$ cat config.mk
export PLATFORM = sky130hd
export DESIGN_NAME = multi_ch_period_meter
export DESIGN_NICKNAME = d
export VERILOG_FILES = /design/src/rtl/multi_ch_period_meter.sv
export SDC_FILE = /design/constraint.sdc
export NUM_CORES = 1
export LEC_CHECK = 0
export BUFFER_PORTS_ARGS = -buffer_cell sky130_fd_sc_hd__buf_4
export CAP_MARGIN = 20
export CORE_MARGIN = 2
export CORE_UTILIZATION = 60
export DETAILED_ROUTE_END_ITERATION = 7
export PLACE_DENSITY = 0.84
export SETUP_SLACK_MARGIN = 0.4
export SLEW_MARGIN = 15
export SYNTH_ARGS = -nofsm -noshare
export SYNTH_HDL_FRONTEND = slang
export SYNTH_SLANG_ARGS = --single-unit
$ cat constraint.sdc
create_clock -name clk -period 7.5 [get_ports clk]
set_clock_uncertainty 0.05 [all_clocks]
set_input_delay 0.375 -clock clk [delete_from_list [all_inputs] [get_ports clk]]
set_output_delay 0.375 -clock clk [all_outputs]
set_load 0.01 [all_outputs]
$ cat src/rtl/multi_ch_period_meter.sv
// Debounced per-channel period measurement with one-deep result slots and a
// round-robin serializer feeding a single valid/ready result stream.

module period_meter_ch #(
   parameter int CNT_W    = 32,
   parameter int FILT_LEN = 100,
   parameter int TIMEOUT  = 400000000
) (
   input  logic             clk,
   input  logic             rst,
   input  logic             en,
   input  logic             phase,
   output logic             active,
   output logic             cap,
   output logic [CNT_W-1:0] cap_period,
   output logic             cap_timeout
);

   localparam int FW = $clog2(FILT_LEN + 1);

   typedef enum logic {IDLE, MEAS} state_t;

   logic             sync_a;
   logic             sync_b;
   logic             filt;
   logic             edge_p;
   logic [FW-1:0]    fcnt;
   logic [CNT_W-1:0] cnt;
   logic [CNT_W-1:0] cnt_inc;
   logic             hit_to;
   state_t           state;
   state_t           state_nxt;

   always_ff @(posedge clk) begin
      if (rst) begin
         sync_a <= 1'b0;
         sync_b <= 1'b0;
      end else begin
         sync_a <= phase;
         sync_b <= sync_a;
      end
   end

   // The level only moves after FILT_LEN consecutive disagreeing samples.
   always_ff @(posedge clk) begin
      if (rst) begin
         filt   <= 1'b0;
         fcnt   <= '0;
         edge_p <= 1'b0;
      end else begin
         edge_p <= 1'b0;
         if (sync_b == filt) begin
            fcnt <= '0;
         end else if (fcnt == FW'(FILT_LEN - 1)) begin
            fcnt   <= '0;
            filt   <= sync_b;
            edge_p <= sync_b;
         end else begin
            fcnt <= fcnt + FW'(1);
         end
      end
   end

   assign cnt_inc = cnt + CNT_W'(1);
   assign hit_to  = (cnt_inc == CNT_W'(TIMEOUT));

   always_ff @(posedge clk) begin
      if (rst) begin
         state <= IDLE;
      end else begin
         state <= state_nxt;
      end
   end

   always_comb begin
      state_nxt = state;
      if (!en) begin
         state_nxt = IDLE;
      end else begin
         case (state)
            IDLE:    if (edge_p) state_nxt = MEAS;
            MEAS:    if (!edge_p && hit_to) state_nxt = IDLE;
            default: state_nxt = IDLE;
         endcase
      end
   end

   always_comb begin
      active      = (state == MEAS);
      cap         = en && (state == MEAS) && (edge_p || hit_to);
      cap_period  = edge_p ? cnt_inc : '0;
      cap_timeout = !edge_p;
   end

   // Counter restarts on every edge, on timeout, and whenever measurement is idle.
   always_ff @(posedge clk) begin
      if (rst) begin
         cnt <= '0;
      end else if (!en || state == IDLE || edge_p || hit_to) begin
         cnt <= '0;
      end else begin
         cnt <= cnt_inc;
      end
   end

endmodule

module multi_ch_period_meter #(
   parameter int  NUM_CH   = 8,
   parameter int  CNT_W    = 32,
   parameter int  FILT_LEN = 100,
   parameter int  TIMEOUT  = 400000000,
   localparam int CH_W     = (NUM_CH > 1) ? $clog2(NUM_CH) : 1
) (
   input  logic              clk,
   input  logic              rst,
   input  logic              en,
   input  logic [NUM_CH-1:0] phase_in,
   output logic [NUM_CH-1:0] ch_active,
   output logic              out_valid,
   input  logic              out_ready,
   output logic [CH_W-1:0]   out_ch,
   output logic [CNT_W-1:0]  out_period,
   output logic              out_timeout,
   output logic              out_overrun
);

   logic [NUM_CH-1:0] cap;
   logic [NUM_CH-1:0] cap_timeout;
   logic [CNT_W-1:0]  cap_period [NUM_CH];

   logic [NUM_CH-1:0] pend;
   logic [NUM_CH-1:0] s_timeout;
   logic [NUM_CH-1:0] s_overrun;
   logic [CNT_W-1:0]  s_period [NUM_CH];
   logic [NUM_CH-1:0] drain;

   logic [CH_W-1:0]   rr;
   logic [CH_W-1:0]   grant;
   logic [CH_W-1:0]   idx;
   logic              found;
   logic              load;

   for (genvar g = 0; g < NUM_CH; g++) begin : g_ch
      period_meter_ch #(
         .CNT_W    (CNT_W),
         .FILT_LEN (FILT_LEN),
         .TIMEOUT  (TIMEOUT)
      ) u_ch (
         .clk         (clk),
         .rst         (rst),
         .en          (en),
         .phase       (phase_in[g]),
         .active      (ch_active[g]),
         .cap         (cap[g]),
         .cap_period  (cap_period[g]),
         .cap_timeout (cap_timeout[g])
      );
   end

   // Search starts just past the last granted channel so service rotates.
   always_comb begin
      found = 1'b0;
      grant = '0;
      idx   = '0;
      for (int k = 1; k <= NUM_CH; k++) begin
         idx = CH_W'((int'(rr) + k) % NUM_CH);
         if (!found && pend[idx]) begin
            found = 1'b1;
            grant = idx;
         end
      end
   end

   assign load = !out_valid || out_ready;

   always_comb begin
      drain = '0;
      for (int i = 0; i < NUM_CH; i++) begin
         drain[i] = load && found && (grant == CH_W'(i));
      end
   end

   // A fresh capture wins over a same-cycle drain; overrun only when an unsent result is lost.
   always_ff @(posedge clk) begin
      if (rst) begin
         pend      <= '0;
         s_timeout <= '0;
         s_overrun <= '0;
         for (int i = 0; i < NUM_CH; i++) begin
            s_period[i] <= '0;
         end
      end else begin
         for (int i = 0; i < NUM_CH; i++) begin
            if (cap[i]) begin
               pend[i]      <= 1'b1;
               s_period[i]  <= cap_period[i];
               s_timeout[i] <= cap_timeout[i];
               s_overrun[i] <= pend[i] && !drain[i];
            end else if (drain[i]) begin
               pend[i]      <= 1'b0;
               s_overrun[i] <= 1'b0;
            end
         end
      end
   end

   always_ff @(posedge clk) begin
      if (rst) begin
         out_valid   <= 1'b0;
         out_ch      <= '0;
         out_period  <= '0;
         out_timeout <= 1'b0;
         out_overrun <= 1'b0;
         rr          <= '0;
      end else if (load) begin
         out_valid <= found;
         if (found) begin
            out_ch      <= grant;
            out_period  <= s_period[grant];
            out_timeout <= s_timeout[grant];
            out_overrun <= s_overrun[grant];
            rr          <= grant;
         end
      end
   end

endmodule

# Yosys cells after proc, flatten, opt, wreduce, memory -nomap -nowiden
# Memories as Yosys holds them, arrays and structs flattened. A register that Yosys moved wholly into a read port is not among the register bits.
# Index checks and enable logic that the tools add are counted.
[classes] add_sub_neg=24 order_cmp=9 n_eq_ne=31 mux=126 n_bitwise=33 n_reduce_logical=149
[op_table] op="$mux 32" n=16
[op_table] op="$add 32x1->32 const B" n=8
[op_table] op="$eq 32x29->1 const B" n=8
[op_table] op="$mux 1" n=84
[op_table] op="$add 7x1->7 const B" n=8
[op_table] op="$eq 7x7->1 const B" n=8
[op_table] op="$logic_and 1x1->1" n=48
[op_table] op="$reduce_or 3->1" n=16
[op_table] op="$lt 3x4->1 const B" n=9
[op_table] op="$logic_or 1x1->1" n=33
[op_table] op="$bmux 1 s3" n=10
[op_table] op="$logic_not 1->1" n=25
[op_table] op="$not 1->1" n=25
[op_table] op="$mux 3" n=8
[op_table] op="$reduce_and 2->1" n=9
[op_table] op="$reduce_or 2->1" n=9
[op_table] op="$pmux 1 s2" n=8
[op_table] op="$reduce_bool 2->1" n=8
[op_table] op="$add 3x3->3 const B" n=4
[op_table] op="$eq 3x3->1 const B" n=4
[op_table] op="$eq 1x1->1" n=8
[op_table] op="$or 1x1->1" n=8
[op_table] op="$add 3x1->3 const B" n=2
[op_table] op="$add 3x2->3 const B" n=2
[op_table] op="3 further kinds" n=4
[word_totals] regBits=382 mem_bits_rw=256 wordCells=457 mem_count=1
[mem_list] name="s_period" words=8 word_bits=32 read_ports=1 rd_ports_with_merged_regs=1 write_ports=8 line="135" rtl="logic [CNT_W-1:0] s_period [NUM_CH];"

# Depth between registers and ports, before layout
# Gate-level depths: netlist (run 1).
[logic_depth] ltp_word=30 mapped_depth=18 ltp_nobuf=10

# Modules after synthesis
# Synthesis (run 1) repeated with hierarchy kept, for this count alone.
[hier_totals] hier_cells=4565 hier_area_um2=39051.2
[by_module_without_submodules] mod="multi_ch_period_meter" n_inst=1 cells_each=2049 area_each_um2=18868.1 seq_area_each_um2=8928.6
[by_module_without_submodules] mod="period_meter_ch (g_ch[0].u_ch ...)" n_inst=7 cells_each=315 area_each_um2=2513.7 seq_area_each_um2=880.8
[by_module_without_submodules] mod="period_meter_ch (g_ch[7].u_ch)" n_inst=1 cells_each=311 area_each_um2=2587.5 seq_area_each_um2=880.8

# Least setup slack after synthesis (run 1)
# No wires, ideal clock.
[synth_timing] path_kind="reg2reg" startpoint="reg g_ch[5].u_ch.cnt[1]" endpoint="mem s_period[5][0] (enable)" t_arrival_ps=5238 required_ps=6984 slack_ps=1746 stages_incl_launch_ff=11 path_buffers=2 cell_sequence="dfxtp_1 ha_1 clkbuf_1 nand2_1 or4_1 clkbuf_1 or3_1 a2111oi_0 or4b_1 o31a_1 o21ai_0"
[synth_lines] item="start: declaration" line="28" rtl="logic [CNT_W-1:0] cnt;"
[synth_lines] item="start signal: assignment" line="102" rtl="cnt <= cnt_inc;"
[synth_lines] item="end: declaration" line="135"

# Worst setup path after layout (run 1)
[layout_timing] startpoint="reg rr[1]" endpoint="reg out_period[2] (read register of s_period)"
[layout_via] elab_chain_cells=26 word_cells_on_any_way=55 classes_between="add/sub (8); mux (32); reduce/logical (15)"
[layout_lines] item="start: declaration" line="138" rtl="logic [CH_W-1:0] rr;"
[layout_lines] item="start signal: assignment" line="223" rtl="rr <= grant;"
[layout_lines] item="$add 3x1->3" line="167" rtl="idx = CH_W'((int'(rr) + k) % NUM_CH);"
[layout_lines] item="$bmux 1 s3" line="168" rtl="if (!found && pend[idx]) begin"
[layout_lines] item="$mux 1 (implied by the code)" line="168"
[layout_lines] item="$mux 1" line="168"
[layout_lines] item="$logic_not 1->1" line="168"
[layout_lines] item="$logic_and 1x1->1" line="168"
[layout_lines] item="$mux 1" line="168"
[layout_lines] item="$logic_not 1->1" line="168"
[layout_lines] item="[10 not listed]"
[layout_lines] item="$mux 1" line="168"
[layout_lines] item="$logic_not 1->1" line="168"
[layout_lines] item="$logic_and 1x1->1" line="168"
[layout_lines] item="$mux 1" line="168"
[layout_lines] item="$logic_not 1->1" line="168"
[layout_lines] item="$logic_and 1x1->1" line="168"
[layout_lines] item="$mux 1" line="168"
[layout_lines] item="$reduce_and 2->1 (no source line)"
[layout_lines] item="end: declaration" line="123" rtl="output logic [CNT_W-1:0] out_period,"
# Several ways; a longest one is shown, not always the timed one. The select of a mux whose other input is x is not followed.
# A chain may end at the register's enable or synchronous reset.

==> run summary, run 1 <==
========================================================================================
Top_reg_cell synth                                                          sky130_fd_sc_hd__dfxtp_1
RR Startpoint                                                                      rr[1]
Beginning of the critical path                                                     rr[1]
Average cell area after synthesis                                               9.49 µm²
Post-synth EDFFs                                                                     256
Final hold violation count                                                             0
Number of antenna violations at the first check in global routing                      1
Resize count post-CTS                                                                  0
Number of unique standard cell types used by synthesis                                87
First-pass GRT wire length                                                    137,000 µm
HPWL reported at the end of detailed placement                                 64,800 µm
Sequential area share after synthesis                                              0.494
Number of search-and-repair iterations in the first detailed-routing pass              6
Util after Layout                                                                  0.666
Max Clk Rate                                                                   0.163 GHz
YS warnings                                                                            0
Die footprint                                                                 55,700 µm²
Worst r2r dst                                                               out_period[2]
Reg-to-reg setup timing slack                                                    1.37 ns
Worst path depth                                                                      10
Number of I/O pins                                                                    58
Share of final-layout standard cells stronger than drive strength 1               0.0824
Most area-hungry cell type in the Yosys netlist                             sky130_fd_sc_hd__dfxtp_1
Gp weighted congestion                                                              1.01
Max-Cap Viols                                                                          0
Worst hold path type                                                        primary input to flip-flop
Number of cells traversed by the worst register-to-register path                      10
Clock Latency Late Sink                                                          0.62 ns
Arr. time, crit path                                                             6.54 ns
Dominant cell by count in the synthesized netlist                           sky130_fd_sc_hd__nor2_1
Standby leakage power                                                            11.3 nW
CTS tree                                                                             yes
Net Count, Synth                                                                   3,438
End point of the critical path                                              out_period[2]
Total number of nets in the final design                                           3,411
Aggregate global routing overflow                                                      0
Maximum number of pins on one net before global-route repair                          92
Cell at the root of the clock tree                                          sky130_fd_sc_hd__clkbuf_16
Buffers & Inverters on Critical Path                                                   2
Worst slew margin relative to its limit                                            0.232
Vias in the first global route                                                    24,084
Cell family with the largest share of critical-path delay                   compound AO/OA/AOI/OAI gates
X dimension of the die                                                            236 µm
Post-route fraction of the period consumed by the critical path                    0.818
First DRT Iteration DRCs                                                           3,072
Power density over the cells                                                  215 nW/µm²
Standard-cell row count                                                               85
Avg WL per Cell                                                                  21.8 µm
Slew @ Worst Pin                                                                 1.15 ns
Fin. max-slew vios                                                                     0
CTS sink count                                                                       670
Number of remaining DRC errors                                                         0
Type of origin of the critical path                                            flip-flop
Vias per std cell                                                                   6.37
Clock buffer depth                                                                     3
Setup repair after global routing missed its margin                                false
Chip Height                                                                       236 µm
Initial core utilization                                                           0.604
Worst endpoint required time                                                     7.91 ns
Cells after synthesis                                                              3,404
Setup Total Neg Slack                                                               0 ns
Number of hold buffers added after cts                                                 8
Total of endpoints with negative setup slack in the final report                       0
Vias                                                                              26,323
DRT antenna net count                                                                  0
Post-synth top cells                                                        sky130_fd_sc_hd__nor2_1 (694), sky130_fd_sc_hd__dfxtp_1 (414), sky130_fd_sc_hd__edfxtp_1 (256)
Area share of the largest cell type after synthesis                                0.256
Stage delay of the slowest cell on the critical path                             1.02 ns
Overall routing resource usage                                                     0.318
Async SR Flop Fraction                                                                 0
Critical-path cell list                                                     clkinv_1, ha_1, mux2i_1, mux4_2, o21ai_0, a311o_1, o21a_1, buf_4, or3_1, o2111ai_1
Status                                                                      complete, no violations
Number of setup buffers added after CTS                                                0
Element type at the critical path end                                          flip-flop
Total detailed-routing wirelength                                              90,200 µm
Cell with the largest stage delay on the worst path                         sky130_fd_sc_hd__ha_1
Clock H-tree levels                                                                    3
Synth Cell Area                                                               32,300 µm²
Dominant cells by area after synthesis                                      sky130_fd_sc_hd__dfxtp_1 (26%), sky130_fd_sc_hd__edfxtp_1 (24%), sky130_fd_sc_hd__nor2_1 (8.1%), sky130_fd_sc_hd__xnor2_1 (4.0%), sky130_fd_sc_hd__xor2_1 (3.4%)
CTS Buf Count                                                                         70
I/O Buffers                                                                           57
Biggest fanout along the worst timing path                                            24
Number of storage elements in the synthesis netlist                                  670
Clk slew on worst S/H paths                                                      0.06 ns
Synthesis-to-finish area growth                                                    10.3%
Category of the critical setup timing path                                  flip-flop to flip-flop
Min Clock Period, post-route                                                     6.13 ns
Worst vdd ir                                                                    0.207 mV
Area of the core                                                              53,500 µm²
========================================================================================
[worst min path at each step]
stage                          from                   end  slack [ns]  cells after the start
2_1_floorplan  g_ch[7].u_ch.fcnt[0]  g_ch[7].u_ch.fcnt[0]        0.36                      1
3_3_place_gp    g_ch[6].u_ch.sync_a   g_ch[6].u_ch.sync_b        0.37                      1
3_5_place_dp    g_ch[5].u_ch.sync_a   g_ch[5].u_ch.sync_b        0.37                      1
4_1_cts                          en          s_timeout[6]        0.17                      2
5_1_grt                          en          s_timeout[6]        0.18                      2
6_report                  out_ready             out_valid        0.17                      3
[sequential cells by signal (all words and copies together) (netlist names), 3 cells and up]
signal and count:
s_period 256, g_ch.u_ch.sync_a 8, g_ch.u_ch.cnt 256, g_ch.u_ch.filt 8, s_timeout 8, g_ch.u_ch.sync_b 8
rr 3, g_ch.u_ch.edge_p 8, g_ch.u_ch.active 8, pend 8, g_ch.u_ch.fcnt 56, s_overrun 8
out_period 32
[worst reg2reg max path, cell delays in order, from the launching register on]
cell,delay [ns]
sky130_fd_sc_hd__dfxtp_1,0.76
sky130_fd_sc_hd__clkinv_1,0.43
sky130_fd_sc_hd__ha_1,1.02
sky130_fd_sc_hd__mux2i_1,0.26
sky130_fd_sc_hd__mux4_2,0.60
sky130_fd_sc_hd__o21ai_0,0.42
sky130_fd_sc_hd__a311o_1,0.87
sky130_fd_sc_hd__o21a_1,0.30
sky130_fd_sc_hd__buf_4,0.31
sky130_fd_sc_hd__or3_1,0.71
sky130_fd_sc_hd__o2111ai_1,0.25
[logic make-up (layout without fill, tap and decap cells)]
group / after synthesis / after routing / share of synthesized area
mux: 136 / 136 / 0.0520
xor+xnor: 270 / 270 / 0.0732
flops: 670 / 670 / 0.494
other cells: 0 / 1 / 0
compound gates: 444 / 444 / 0.0990
simple gates: 1569 / 1569 / 0.236
buf+inv: 293 / 324 / 0.0374
fa+ha+maj: 22 / 22 / 0.00852
[power breakdown]
part | total, mW | leakage, nW | switching (mW) | internal (mW)
registers | 3.91 | 5.78 | 0.0629 | 3.85
logic | 0.104 | 4.35 | 0.0692 | 0.0352
clock network | 3.63 | 1.18 | 1.48 | 2.15
[through the flow]
| step | cell area (µm²) | total power [mW] | setup WS [ns] | std cells | hold WS (ns) |
|---|---|---|---|---|---|
| after floorplan | 32300 | 4.00 | 1.75 | 3404 | 0.363 |
| after global placement | 33000 | 4.08 | 1.45 | 3987 | 0.366 |
| after detailed placement | 33000 | 4.08 | 1.32 | 3987 | 0.371 |
| after CTS | 35500 | 7.65 | 1.29 | 4125 | 0.169 |
| after global routing | 35600 | 7.81 | 1.05 | 4131 | 0.177 |
| final | 35600 | 7.64 | 1.37 | 4132 | 0.169 |
[per-layer routing]
metal  vias to the layer above  routed length (µm)  global-route usage
met1                     12481               34900               0.416
met3                       266                9540              0.0700
met4                         0                5170               0.166
li1                      12187                   -                   -
met2                      1389               40600               0.495
met5                         -                   0                   0
[layout make-up]
class	instances	area, µm²
antenna	1	2.50
clock buffer	92	2010
clock inverter	38	408
fill	4022	17900
inverter	88	330
multi-input combinational	2441	15200
sequential	670	16000
tap	696	871
timing repair buffer	106	857
[cells in the final DEF, fill, tap and decap left out, drive strengths merged, types with 89 or more instances in the layout]
cell,n
edfxtp,256
nand4,89
nand3,186
inv,90
clkbuf,94
buf,96
nand2,157
dfxtp,414
xor2,124
xnor2,146
nor2,694
(Power assumes the default switching activity.)
==> run 2, diff against run 1 <==
CORE_UTILIZATION = 57   (was 60)
PLACE_DENSITY = 0.83   (was 0.84)
clock period = 5.1 ns   (was 7.5 ns; I/O delays follow)
==> run 2 against run 1 <==
Final cell count rose by 1.9%; global-route usage fell by 0.94 points; fmax rose by 35%; core utilization fell by 2.8 points; total power rose by 49%; register-to-register slack got worse by 0.81 ns; hold slack got worse by 0.14 ns; largest cell class unchanged; highest routed layer is now met5.
==> run summary, run 2 (synthesis gave the netlist of run 1 again) <==
========================================================================================
Maximum number of pins on one net before global-route repair                          92   unchanged
Number of setup buffers added after CTS                                                0   unchanged
Number of I/O pins                                                                    58   unchanged
Total detailed-routing wirelength                                              92,200 µm   was 90,200 µm
Worst slew margin relative to its limit                                            0.369   was 0.232
Top cell by count, worst path                                               sky130_fd_sc_hd__buf_4
Status                                                                      complete, no violations   unchanged
X dimension of the die                                                            242 µm   was 236 µm
Cell with the largest stage delay on the worst path                         sky130_fd_sc_hd__or4b_1   was sky130_fd_sc_hd__ha_1
Initial core utilization                                                           0.575   was 0.604
Overall routing resource usage                                                     0.308   was 0.318
Number of remaining DRC errors                                                         0   unchanged
CTS Buf Count                                                                         71   was 70
Worst-case hold slack                                                          0.0266 ns   was 0.169 ns
Clock Latency Late Sink                                                          0.63 ns   was 0.62 ns
Gp weighted congestion                                                              1.01   about the same
Share of final-layout standard cells stronger than drive strength 1               0.0848   was 0.0824
Standard-cell row count                                                               87   was 85
Biggest fanout along the worst timing path                                            91   was 24
Arr. time, crit path                                                             5.06 ns   was 6.54 ns
Slew @ Worst Pin                                                                0.945 ns   was 1.15 ns
Most frequent standard cell in the layout excluding fill and tap cells      sky130_fd_sc_hd__nor2_1   unchanged
HPWL reported at the end of detailed placement                                 65,500 µm   was 64,800 µm
Element type at the critical path end                                          flip-flop   unchanged
Final hold violation count                                                             0   unchanged
Cell area after placement                                                     33,300 µm²   was 33,000 µm²
First DRT Iteration DRCs                                                           3,451   was 3,072
Standby leakage power                                                            11.4 nW   was 11.3 nW
Max Clk Rate                                                                   0.220 GHz   was 0.163 GHz
Largest registers ranked by flip-flop count                                 g_ch.u_ch.cnt: 256 flops, s_period: 256 flops, g_ch.u_ch.fcnt: 56 flops   unchanged
Worst hold path type                                                        primary input to flip-flop   unchanged
Die footprint                                                                 58,600 µm²   was 55,700 µm²
Top library cells by usage in the layout, fill and taps aside               sky130_fd_sc_hd__nor2_1 (692), sky130_fd_sc_hd__dfxtp_1 (413), sky130_fd_sc_hd__edfxtp_1 (256)   unchanged
Vias per std cell                                                                   6.34   was 6.37
Total number of nets in the final design                                           3,431   was 3,411
Worst endpoint required time                                                     5.61 ns   was 7.91 ns
Max-Cap Viols                                                                          0   unchanged
Clock buffer depth                                                                     3   unchanged
Avg WL per Cell                                                                  21.9 µm   was 21.8 µm
Cell at the root of the clock tree                                          sky130_fd_sc_hd__clkbuf_16   unchanged
CTS sink count                                                                       670   unchanged
Number of search-and-repair iterations in the first detailed-routing pass              8   was 6
Number of antenna violations at the first check in global routing                      1   unchanged
First-pass GRT wire length                                                    141,000 µm   was 137,000 µm
Util after Layout                                                                  0.638   was 0.666
Total power consumption of the routed design                                     11.4 mW   was 7.64 mW
Fin. max-slew vios                                                                     0   unchanged
Fill cell instance count of the final layout                                       4,482   was 4,022
DRT antenna net count                                                                  0   unchanged
Total of endpoints with negative setup slack in the final report                       0   unchanged
Vias                                                                              26,686   was 26,323
Area of the core                                                              56,200 µm²   was 53,500 µm²
Critical-path cell list                                                     buf_4, mux4_2, mux2_2, or4b_1, or3_1, and2_2, buf_4, a211oi_1, buf_4, a22o_1, a2111o_1   was clkinv_1, ha_1, mux2i_1, mux4_2, o21ai_0, a311o_1, o21a_1, buf_4, or3_1, o2111ai_1
Vias in the first global route                                                    24,331   was 24,084
Cell family with the largest share of critical-path delay                   simple AND/OR/NAND/NOR gates   was compound AO/OA/AOI/OAI gates
Buffers & Inverters on Critical Path                                                   3   was 2
CTS tree                                                                             yes   unchanged
Min Clock Period, post-route                                                     4.54 ns   was 6.13 ns
Worst vdd ir                                                                    0.253 mV   was 0.207 mV
Post-route cell area                                                          35,800 µm²   was 35,600 µm²
Chip Height                                                                       242 µm   was 236 µm
Post-route fraction of the period consumed by the critical path                    0.891   was 0.818
Synthesis-to-finish area growth                                                    10.9%   was 10.3%
Setup repair after global routing missed its margin                                false   unchanged
Clk slew on worst S/H paths                                                      0.06 ns   about the same
Category of the critical setup timing path                                  flip-flop to flip-flop   unchanged
Stage delay of the slowest cell on the critical path                             0.69 ns   was 1.02 ns
Aggregate global routing overflow                                                      0   unchanged
I/O Buffers                                                                           57   unchanged
Type of origin of the critical path                                            flip-flop   unchanged
Clock H-tree levels                                                                    3   unchanged
Setup Total Neg Slack                                                               0 ns   unchanged
Power density over the cells                                                  317 nW/µm²   was 215 nW/µm²
========================================================================================
## run 2: final cells by class
| type | instances | area [µm²] | area share |
|---|---|---|---|
| tap | 756 | 946 | 0.0264 |
| timing repair buffer | 125 | 977 | 0.0273 |
| inverter | 88 | 330 | 0.00922 |
| sequential | 670 | 16000 | 0.446 |
| clock inverter | 35 | 447 | 0.0125 |
| antenna | 1 | 2.50 | 0.0000698 |
| multi-input combinational | 2441 | 15200 | 0.423 |
| clock buffer | 96 | 2010 | 0.0560 |
## run 2: metrics by stage
| stage | std cells | setup slack (ns) |
|---|---|---|
| after floorplan | 3404 | 0.597 |
| after global placement | 4070 | 0.573 |
| after detailed placement | 4071 | 0.498 |
| after CTS | 4211 | 0.462 |
| after global routing | 4211 | 0.403 |
| final | 4212 | 0.557 |
## run 2: final timing paths
check / startpoint / to / slack, ns / cells past startpoint
max: rr[0] / out_period[18] / 0.56 / 11
min: out_ready / out_valid / 0.03 / 3
max reg2reg: rr[0] / out_period[18] / 0.56 / 11
min reg2reg: g_ch[7].u_ch.sync_a / g_ch[7].u_ch.sync_b / 0.38 / 1
## run 2: worst register-to-register path: stages, from the launching register on
cell and delay (ns):
sky130_fd_sc_hd__dfxtp_2 0.33, sky130_fd_sc_hd__buf_4 0.51, sky130_fd_sc_hd__mux4_2 0.62, sky130_fd_sc_hd__mux2_2 0.33
sky130_fd_sc_hd__or4b_1 0.69, sky130_fd_sc_hd__or3_1 0.41, sky130_fd_sc_hd__and2_2 0.21, sky130_fd_sc_hd__buf_4 0.38
sky130_fd_sc_hd__a211oi_1 0.41, sky130_fd_sc_hd__buf_4 0.24, sky130_fd_sc_hd__a22o_1 0.20, sky130_fd_sc_hd__a2111o_1 0.12
## run 2: layer usage
layer / vias to the layer above / wire length, µm / GRT usage
li1: 12240 / - / -
met5: - / 8 / 0
met2: 1444 / 41300 / 0.480
met4: 2 / 5450 / 0.153
met1: 12727 / 35100 / 0.402
met3: 273 / 10300 / 0.0763
## run 2: report_power, final
| part | switching (mW) | internal (mW) | leakage, nW |
|---|---|---|---|
| clock network | 2.17 | 3.28 | 1.20 |
| registers | 0.101 | 5.66 | 5.78 |
| logic | 0.105 | 0.0539 | 4.42 |
| total | 2.38 | 8.99 | 11.4 |
## run 2: repair_timing
action	CTS	global route
endpoints found under the hold margin	11	0
endpoints found under the setup margin	0	66
hold buffers	9	0
resized for setup	0	3
